File: src/rtl/mc_pkg.sv
// Shared types and constants for the multi-cycle MIPS control unit.
// State encoding, instruction field values, ALU codes and datapath mux encodings.
package mc_pkg;

  typedef enum logic [3:0] {
    S_IDLE   = 4'd0,
    S_FETCH  = 4'd1,
    S_DECODE = 4'd2,
    S_EXEC   = 4'd3,
    S_ALUWB  = 4'd4,
    S_MEMADR = 4'd5,
    S_MEMRD  = 4'd6,
    S_MEMWB  = 4'd7,
    S_MEMWR  = 4'd8,
    S_BRANCH = 4'd9,
    S_ADDIEX = 4'd10,
    S_ADDIWB = 4'd11,
    S_JUMP   = 4'd12,
    S_JR     = 4'd13
  } state_e;

  // What the ALU should do in a state; the decoder turns this into a 4-bit code.
  typedef enum logic [2:0] {
    ACLS_ADD   = 3'd0,
    ACLS_SUB   = 3'd1,
    ACLS_FUNCT = 3'd2,
    ACLS_PASSA = 3'd3,
    ACLS_ZERO  = 3'd4
  } alu_class_e;

  localparam logic [5:0] OP_RTYPE = 6'b000000;
  localparam logic [5:0] OP_LW    = 6'b100011;
  localparam logic [5:0] OP_SW    = 6'b101011;
  localparam logic [5:0] OP_BEQ   = 6'b000100;
  localparam logic [5:0] OP_ADDI  = 6'b001000;
  localparam logic [5:0] OP_J     = 6'b000010;

  localparam logic [5:0] FUNCT_ADD      = 6'h20;
  localparam logic [5:0] FUNCT_SUB      = 6'h22;
  localparam logic [5:0] FUNCT_AND      = 6'h24;
  localparam logic [5:0] FUNCT_OR       = 6'h25;
  localparam logic [5:0] FUNCT_JR       = 6'h08;
  localparam logic [5:0] FUNCT_MIN_DEF  = 6'h38;
  localparam logic [5:0] FUNCT_XNOR_DEF = 6'h39;

  localparam logic [3:0] ALU_AND   = 4'b0000;
  localparam logic [3:0] ALU_OR    = 4'b0001;
  localparam logic [3:0] ALU_ADD   = 4'b0010;
  localparam logic [3:0] ALU_SUB   = 4'b0110;
  localparam logic [3:0] ALU_MIN   = 4'b0111;
  localparam logic [3:0] ALU_XNOR  = 4'b1100;
  localparam logic [3:0] ALU_PASSA = 4'b0011;

  localparam logic [1:0] SRCB_B     = 2'b00;
  localparam logic [1:0] SRCB_FOUR  = 2'b01;
  localparam logic [1:0] SRCB_IMM   = 2'b10;
  localparam logic [1:0] SRCB_IMMSH = 2'b11;

  localparam logic [1:0] PCSRC_ALU    = 2'b00;
  localparam logic [1:0] PCSRC_ALUOUT = 2'b01;
  localparam logic [1:0] PCSRC_JUMP   = 2'b10;
  localparam logic [1:0] PCSRC_JR     = 2'b11;

endpackage

File: src/rtl/mc_alu_decoder.sv
// Combinational ALU function decoder: maps the state's ALU class and the R-type
// funct field to the 4-bit ALU code, and flags funct values the core does not support.
module mc_alu_decoder
  import mc_pkg::*;
#(
  parameter logic [5:0] FUNCT_MIN  = FUNCT_MIN_DEF,
  parameter logic [5:0] FUNCT_XNOR = FUNCT_XNOR_DEF
) (
  input  alu_class_e  aluClass_i,
  input  logic [5:0]  funct_i,
  output logic [3:0]  aluControl_o,
  output logic        functBad_o
);

  logic [3:0] functCode;

  // jr is a legal funct but never reaches the funct-driven ALU path.
  always_comb begin
    functCode  = ALU_ADD;
    functBad_o = 1'b0;
    case (funct_i)
      FUNCT_ADD:  functCode = ALU_ADD;
      FUNCT_SUB:  functCode = ALU_SUB;
      FUNCT_AND:  functCode = ALU_AND;
      FUNCT_OR:   functCode = ALU_OR;
      FUNCT_MIN:  functCode = ALU_MIN;
      FUNCT_XNOR: functCode = ALU_XNOR;
      FUNCT_JR:   functCode = ALU_ADD;
      default:    functBad_o = 1'b1;
    endcase
  end

  always_comb begin
    aluControl_o = ALU_ADD;
    case (aluClass_i)
      ACLS_ADD:   aluControl_o = ALU_ADD;
      ACLS_SUB:   aluControl_o = ALU_SUB;
      ACLS_FUNCT: aluControl_o = functCode;
      ACLS_PASSA: aluControl_o = ALU_PASSA;
      ACLS_ZERO:  aluControl_o = 4'b0000;
      default:    aluControl_o = ALU_ADD;
    endcase
  end

endmodule

File: src/rtl/mc_control_fsm.sv
// Multi-cycle MIPS control unit: sequences the shared datapath one state per cycle,
// with all outputs decoded combinationally from the state register and live inputs.
module mc_control_fsm
  import mc_pkg::*;
#(
  parameter logic [5:0] FUNCT_MIN  = FUNCT_MIN_DEF,
  parameter logic [5:0] FUNCT_XNOR = FUNCT_XNOR_DEF
) (
  input  logic       clk,
  input  logic       rst_n,
  input  logic [5:0] opcode,
  input  logic [5:0] funct,
  input  logic       zero,
  input  logic       mem_ready,
  output logic       pc_en,
  output logic       iord,
  output logic       mem_read,
  output logic       mem_write,
  output logic       ir_write,
  output logic       reg_dst,
  output logic       mem_to_reg,
  output logic       reg_write,
  output logic       alu_src_a,
  output logic [1:0] alu_src_b,
  output logic [1:0] pc_source,
  output logic [3:0] alu_control,
  output logic       instr_done,
  output logic       illegal_op
);

  state_e     state_q, state_d;
  alu_class_e aluClass;
  logic       pcWrite;
  logic       branch;
  logic       functBad;

  mc_alu_decoder #(
    .FUNCT_MIN  (FUNCT_MIN),
    .FUNCT_XNOR (FUNCT_XNOR)
  ) u_alu_decoder (
    .aluClass_i   (aluClass),
    .funct_i      (funct),
    .aluControl_o (alu_control),
    .functBad_o   (functBad)
  );

  always_ff @(posedge clk or negedge rst_n) begin
    if (!rst_n) begin
      state_q <= S_IDLE;
    end else begin
      state_q <= state_d;
    end
  end

  always_comb begin
    state_d    = state_q;
    pcWrite    = 1'b0;
    branch     = 1'b0;
    iord       = 1'b0;
    mem_read   = 1'b0;
    mem_write  = 1'b0;
    ir_write   = 1'b0;
    reg_dst    = 1'b0;
    mem_to_reg = 1'b0;
    reg_write  = 1'b0;
    alu_src_a  = 1'b0;
    alu_src_b  = SRCB_B;
    pc_source  = PCSRC_ALU;
    aluClass   = ACLS_ADD;
    instr_done = 1'b0;
    illegal_op = 1'b0;

    case (state_q)
      S_IDLE: begin
        state_d = S_FETCH;
      end

      // PC+4 is computed every FETCH cycle but only committed with the IR load.
      S_FETCH: begin
        mem_read  = 1'b1;
        alu_src_b = SRCB_FOUR;
        if (mem_ready) begin
          ir_write = 1'b1;
          pcWrite  = 1'b1;
          state_d  = S_DECODE;
        end
      end

      S_DECODE: begin
        alu_src_b = SRCB_IMMSH;
        case (opcode)
          OP_RTYPE: begin
            if (functBad) begin
              illegal_op = 1'b1;
              state_d    = S_FETCH;
            end else if (funct == FUNCT_JR) begin
              state_d = S_JR;
            end else begin
              state_d = S_EXEC;
            end
          end
          OP_LW, OP_SW: state_d = S_MEMADR;
          OP_BEQ:       state_d = S_BRANCH;
          OP_ADDI:      state_d = S_ADDIEX;
          OP_J:         state_d = S_JUMP;
          default: begin
            illegal_op = 1'b1;
            state_d    = S_FETCH;
          end
        endcase
      end

      S_EXEC: begin
        alu_src_a = 1'b1;
        alu_src_b = SRCB_B;
        aluClass  = ACLS_FUNCT;
        state_d   = S_ALUWB;
      end

      S_ALUWB: begin
        reg_dst    = 1'b1;
        reg_write  = 1'b1;
        instr_done = 1'b1;
        state_d    = S_FETCH;
      end

      // IR is frozen after FETCH, so opcode still tells lw from sw here.
      S_MEMADR: begin
        alu_src_a = 1'b1;
        alu_src_b = SRCB_IMM;
        state_d   = (opcode == OP_LW) ? S_MEMRD : S_MEMWR;
      end

      S_MEMRD: begin
        mem_read = 1'b1;
        iord     = 1'b1;
        if (mem_ready) begin
          state_d = S_MEMWB;
        end
      end

      S_MEMWB: begin
        mem_to_reg = 1'b1;
        reg_write  = 1'b1;
        instr_done = 1'b1;
        state_d    = S_FETCH;
      end

      S_MEMWR: begin
        mem_write = 1'b1;
        iord      = 1'b1;
        if (mem_ready) begin
          instr_done = 1'b1;
          state_d    = S_FETCH;
        end
      end

      S_BRANCH: begin
        alu_src_a  = 1'b1;
        alu_src_b  = SRCB_B;
        aluClass   = ACLS_SUB;
        branch     = 1'b1;
        pc_source  = PCSRC_ALUOUT;
        instr_done = 1'b1;
        state_d    = S_FETCH;
      end

      S_ADDIEX: begin
        alu_src_a = 1'b1;
        alu_src_b = SRCB_IMM;
        state_d   = S_ADDIWB;
      end

      S_ADDIWB: begin
        reg_write  = 1'b1;
        instr_done = 1'b1;
        state_d    = S_FETCH;
      end

      S_JUMP: begin
        pcWrite    = 1'b1;
        pc_source  = PCSRC_JUMP;
        instr_done = 1'b1;
        state_d    = S_FETCH;
      end

      S_JR: begin
        alu_src_a  = 1'b1;
        aluClass   = ACLS_PASSA;
        pc_source  = PCSRC_JR;
        pcWrite    = 1'b1;
        instr_done = 1'b1;
        state_d    = S_FETCH;
      end

      default: begin
        aluClass = ACLS_ZERO;
        state_d  = S_FETCH;
      end
    endcase
  end

  assign pc_en = pcWrite | (branch & zero);

endmodule

File: config.mk
export PLATFORM = sky130hd
export DESIGN_NAME = mc_control_fsm
export DESIGN_NICKNAME = d
export VERILOG_FILES = /design/src/rtl/mc_pkg.sv /design/src/rtl/mc_alu_decoder.sv /design/src/rtl/mc_control_fsm.sv
export SDC_FILE = /design/constraint.sdc
export NUM_CORES = 1
export LEC_CHECK = 0
export CAP_MARGIN = 20
export CORE_UTILIZATION = 38
export DETAILED_ROUTE_END_ITERATION = 10
export GPL_TIMING_DRIVEN = 0
export PLACE_DENSITY = 0.84
export SYNTH_ARGS = -nofsm -noshare
export SYNTH_HDL_FRONTEND = slang
export SYNTH_SLANG_ARGS = --single-unit
File: constraint.sdc
create_clock -name clk -period 1.4 [get_ports clk]
set_input_delay 0.14 -clock clk [delete_from_list [all_inputs] [get_ports clk]]
set_output_delay 0.14 -clock clk [all_outputs]
set_load 0.02 [all_outputs]
# --- After elaboration in Yosys (flattened, before gate mapping) ---
# Cells that the tools add are included.
totals:
  ff_bits: 4
  inputBits: 16
classes:
  n_eq_ne: 32
  n_mux: 28
  n_bitwise: 2
  reduce_logical: 14
ops:
  columns: ["op", "count"]
  rows:
  - ["6-bit == test, second input constant", 8]
  - ["4-bit case mux with 5 select lines", 2]
  - ["4-bit case mux with 7 select lines", 1]
  - ["4-bit == test, second input constant", 6]
  - ["4-bit two-way mux", 6]
  - ["4-bit by 3-bit == test with 1-bit output, second input constant", 4]
  - ["4-bit case mux with 4 select lines", 1]
  - ["6-bit by 4-bit == test with 1-bit output, second input constant", 2]
  - ["1-bit two-way mux", 12]
  - ["2-bit case mux with 3 select lines", 2]
  - ["3-bit case mux with 4 select lines", 1]
  - ["11-bit OR reduction", 1]
  - ["2-bit OR reduction", 5]
  - ["5-bit OR reduction", 2]
  - ["4-bit by 2-bit == test with 1-bit output, second input constant", 2]
  - ["7-bit OR reduction", 1]
  - ["3-bit by 2-bit == test with 1-bit output, second input constant", 2]
  - ["6-bit by 2-bit == test with 1-bit output, second input constant", 1]
  - ["6-bit by 3-bit == test with 1-bit output, second input constant", 1]
  - ["6-bit logical NOT", 1]
  - ["2-bit != test, second input constant", 3]
  - ["1-bit case mux with 2 select lines", 3]
  - ["6-bit OR reduction", 1]
  - ["4-bit by 1-bit == test with 1-bit output, second input constant", 1]
  - ["other kinds (7)", 7]

# --- Logic depth before layout (Yosys ltp) ---
logic_depth:
  ltp_word: 5
  mapped_depth: 5
  depth_no_buf: 4

# --- By module ---
# Synthesis repeated with hierarchy kept, for this count alone.
hier_totals:
  cells_unflattened: 120
  area_unflattened_um2: 835.8
by_module_without_submodules:
  columns: ["module", "n_inst", "cells_each", "area_each_um2"]
  rows:
  - ["mc_control_fsm", 1, 95, 649.4]
  - ["mc_alu_decoder", 1, 25, 186.4]

# --- Worst setup path after synthesis ---
# Ideal clock, no wire load.
synth_timing:
  kind: "reg-to-output"
  startpoint: "register state_q[2]"
  endpoint: "output reg_write"
  arrival_ns: 1.600
  slack_ns: -0.340
  path_stages_with_launch: 5
  path_cell_list: "dfrtp_1 clkbuf_1 nand2_1 nor3_1 or2_2"
synth_between:
  elab_chain_len: 3
  elab_cells_between_ends: 5
  cone_classes: "3 x eq/ne; 1 x mux; 1 x reduce/logical"
synth_rtl:
  columns: ["item", "line_no", "text"]
  rows:
  - ["from (decl)", "mc_control_fsm.sv:31", "state_e state_q, state_d;"]
  - ["from (signal assigned)", "mc_control_fsm.sv:51", "state_q <= state_d;"]
  - ["4-bit == test / 4-bit by 3-bit == test with 1-bit output (equally long branches)", "mc_control_fsm.sv:73", "case (state_q)"]
  - ["3-bit OR reduction (no source line) (*)", null, null]
  - ["1-bit two-way mux (*)", "mc_control_fsm.sv:73", null]
  - ["to (decl)", "mc_control_fsm.sv:22", "output logic reg_write,"]
# Every way passes the cells marked *; elsewhere a longest branch is shown, timed or not.

# --- Worst setup path in the final report ---
layout_timing:
  startpoint: "register state_q[3]"
  endpoint: "output illegal_op"
layout_between:
  elab_chain_len: 2
layout_rtl:
  columns: ["item", "line_no", "text"]
  rows:
  - ["4-bit by 2-bit == test with 1-bit output", "mc_control_fsm.sv:73", null]
  - ["1-bit two-way mux", "mc_control_fsm.sv:73", null]
  - ["to (decl)", "mc_control_fsm.sv:28", "output logic illegal_op"]
# No other way between the ends.

==> results.py <==
metrics = {
    "worst_setup_path": {
        "r2r_cells": 6,
        "crit_cells": 5,
        "slowest_stage": "dfrtp_2",
        "crit_required_ns": 1.26,
        "critical_path_class": "reg2out",
        "cpPeakStageDelay_ns": 0.46,
        "worstReg2RegEnd": "state_q[1]",
        "arrival_ns": 1.63,
        "cp_max_fo": 7,
        "end_kind": "output port",
        "path_buf_inv": 2,
        "start_kind": "flip-flop",
        "crit_family": "simple AND/OR/NAND/NOR gates",
        "r2r_start": "state_q[2]",
        "path_cells": "clkbuf_16, nor4b_4, nand3_1, o22ai_2, buf_6",
        "r2r_slack_ns": -0.21,
    },
    "floorplan": {
        "die_h_um": 47.9,
        "io_pins": 35,
        "rows": 16,
        "die_w_um": 47.9,
        "die-area_um2": 2300,
        "coreArea_um2": 1980,
        "initial_utilization_pct": 40.5,
    },
    "drt": {
        "drt-total-wl_um": 4340,
        "via_per_inst": 6.51,
        "ant_nets": 0,
        "wl_per_cell_um": 20.4,
        "drc": 0,
        "firstDrtPassIters": 5,
        "vias": 1387,
        "first_iter_violations": 82,
    },
    "layout": {
        "top_register": "state_q",
        "final_cell_mix": "buf_4 (26), buf_6 (23), nor2_1 (11), nand2_1 (7)",
        "area_growth_pct": 116,
        "largest_register_ffs": 4,
        "diodes": 0,
        "nets": 204,
        "drive_gt1_share_pct": 58.6,
        "largestRegisters": "state_q: 4 flops",
        "final_common_cell": "buf_4",
        "stdcell_count": 213,
        "nFillCells": 81,
    },
    "placed_design": {
        "io_buffers": 31,
        "dp_cells": 180,
        "dp_slack_ns": -0.883,
        "place_hpwl_um": 1810,
        "gp_congestion": 0.818,
    },
    "global_routing": {
        "grt_pass1_wl_um": 4280,
        "antenna_found_initial": 0,
        "grt_pass1_vias": 962,
        "overflow": 0,
        "grt_max_degree": 11,
        "grtUsageTotal_pct": 26.6,
    },
    "cts": {
        "insertion_delay_ns": 0.23,
        "cts_buffers": 3,
        "clkSinkCount": 4,
        "clk_pin_slew_ns": 0.04,
        "cts_max_level": 1,
        "clk_path_buf_depth": 2,
        "cts_root_buf": "clkbuf_4",
        "hold_buffers": 0,
        "cts_tree": "done",
    },
    "run_status": {
        "status": "finished with violations",
        "violations": "setup timing",
    },
    "sta": {
        "fin_crit_sh_pct": 126,
        "timing.fmax_mhz": 565,
        "slew_violations": 0,
        "finClkSkew_ns": 0.00207,
        "rsz0062_at_grt": "true",
        "setup-violations-final": 22,
        "finalHoldViolations": 0,
        "fin_ws_ns": -0.369,
        "period_needed_ns": 1.77,
        "max_slew_margin_pct": 70.8,
        "worst_pin_slew_ns": 0.438,
    },
    "synth": {
        "synth_warnings": 0,
        "syn_area_um2": 802,
        "ys.flop_type": "dfrtp_1",
        "synthArstFlopShare_pct": 100,
        "synth-xor-area-share_pct": 3.28,
        "synth.area.mux_share_pct": 0,
        "synthSimpleGateAreaFrac_pct": 50.1,
        "synthCells": 122,
        "synth_nets": 138,
        "syn_avg_cell_area_um2": 6.57,
        "yosys_register_bits": 4,
        "seq_area_frac_synth_pct": 12.5,
        "synth_compound_area_share_pct": 26.4,
        "synth.distinct_cells": 43,
        "synth_edf_count": 0,
        "synth_top_family_by_area": "simple AND/OR/NAND/NOR gates",
        "synth_fa_ha_area_share_pct": 0,
    },
    "flow_run": {
        "drv_cap": 0,
    },
    "power_and_ir_drop": {
        "report.power.total_mw": 3.63,
        "p_per_area_nw_per_um2": 2100,
        "p_leak_nw": 0.714,
        "vdd_drop_max_mv": 1.85,
    },
    "worst_hold_path": {
        "hold_path.class": "in2async",
    },
}
## worst max-delay path by stage
stage	start	to	slack, ns
2_1_floorplan	state_q[0]	instr_done	-0.02
4_1_cts	state_q[2]	iord	-0.24
3_3_place_gp	opcode[2]	illegal_op	-0.87
3_5_place_dp	opcode[2]	illegal_op	-0.88
6_report	state_q[3]	illegal_op	-0.37
5_1_grt	state_q[3]	alu_control[2]	-0.41
## cells by family after synthesis
| logic type | count (synthesis) |
|---|---|
| buffers and inverters | 10 |
| AO/OA/AOI/OAI | 32 |
| XOR/XNOR | 3 |
| AND/OR/NAND/NOR | 73 |
| flip-flops | 4 |
## layout make-up
class                   instances  area (µm²)  share of cell area (%)
well taps                      27        33.8                    1.95
flip-flops and latches          4         103                    5.92
clock buffers                   3        22.5                    1.30
multi-input cells             108         876                    50.5
inverters                       1        11.3                   0.650
plain buffers                   9         135                    7.80
repair buffers                 61         552                    31.8
## layer usage
layer  GRT usage [%]  vias up  share of wire (%)
met4            8.33        0                4.1
met5               0        -                  0
met1            30.0      646                 38
li1                -      583                  -
met3            4.15       28                 10
met2            50.3      130                 48
## synthesized netlist by cell type, types with 2 or more instances
cell      count  area, µm²
a21oi_1       9       45.0
a31oi_1       2       12.5
a32o_1        2       20.0
and2b_2       2       17.5
and3_1        2       12.5
and3b_1       2       17.5
buf_6         2       22.5
clkbuf_1      5       18.8
dfrtp_1       4        100
nand2_1      10       37.5
nand2b_1      4       25.0
nand3_1       5       25.0
nand3b_1      2       15.0
nand4_1       2       12.5
nor2_1       17       63.8
nor2b_1       6       37.5
nor3_1        9       45.0
nor3b_1       2       15.0
o21ai_0       5       25.0
o22ai_1       4       25.0
or2_2         2       12.5
xnor2_1       3       26.3
## stage by stage
step           setup TNS [ns]  hold slack [ns]  area (µm²)  utilization (%)
2_1_floorplan         -0.0187           -0.156         850                -
3_3_place_gp           -10.43            0.343        1190             60.2
3_5_place_dp           -10.87            0.352        1190             60.2
4_1_cts                 -1.76            0.107        1480             74.6
5_1_grt                 -5.67            0.113        1730             87.4
6_report                -4.57            0.105        1730             87.4
## power breakdown
group	internal [mW]	total (mW)	switching, mW
registers	0.171	0.277	0.106
logic	1.63	3.21	1.58
clock network	0.0959	0.143	0.0475
## timing repair
| action | CTS | global route |
|---|---|---|
| setup buffers | 16 | 14 |
| gates resized for setup | 137 | 58 |
| setup endpoints to repair | 23 | 22 |
| pin swaps | 8 | 19 |
| gates cloned | 0 | 1 |
| hold endpoints to repair | 0 | 0 |
Note: power is estimated with default switching activity, not from simulation.
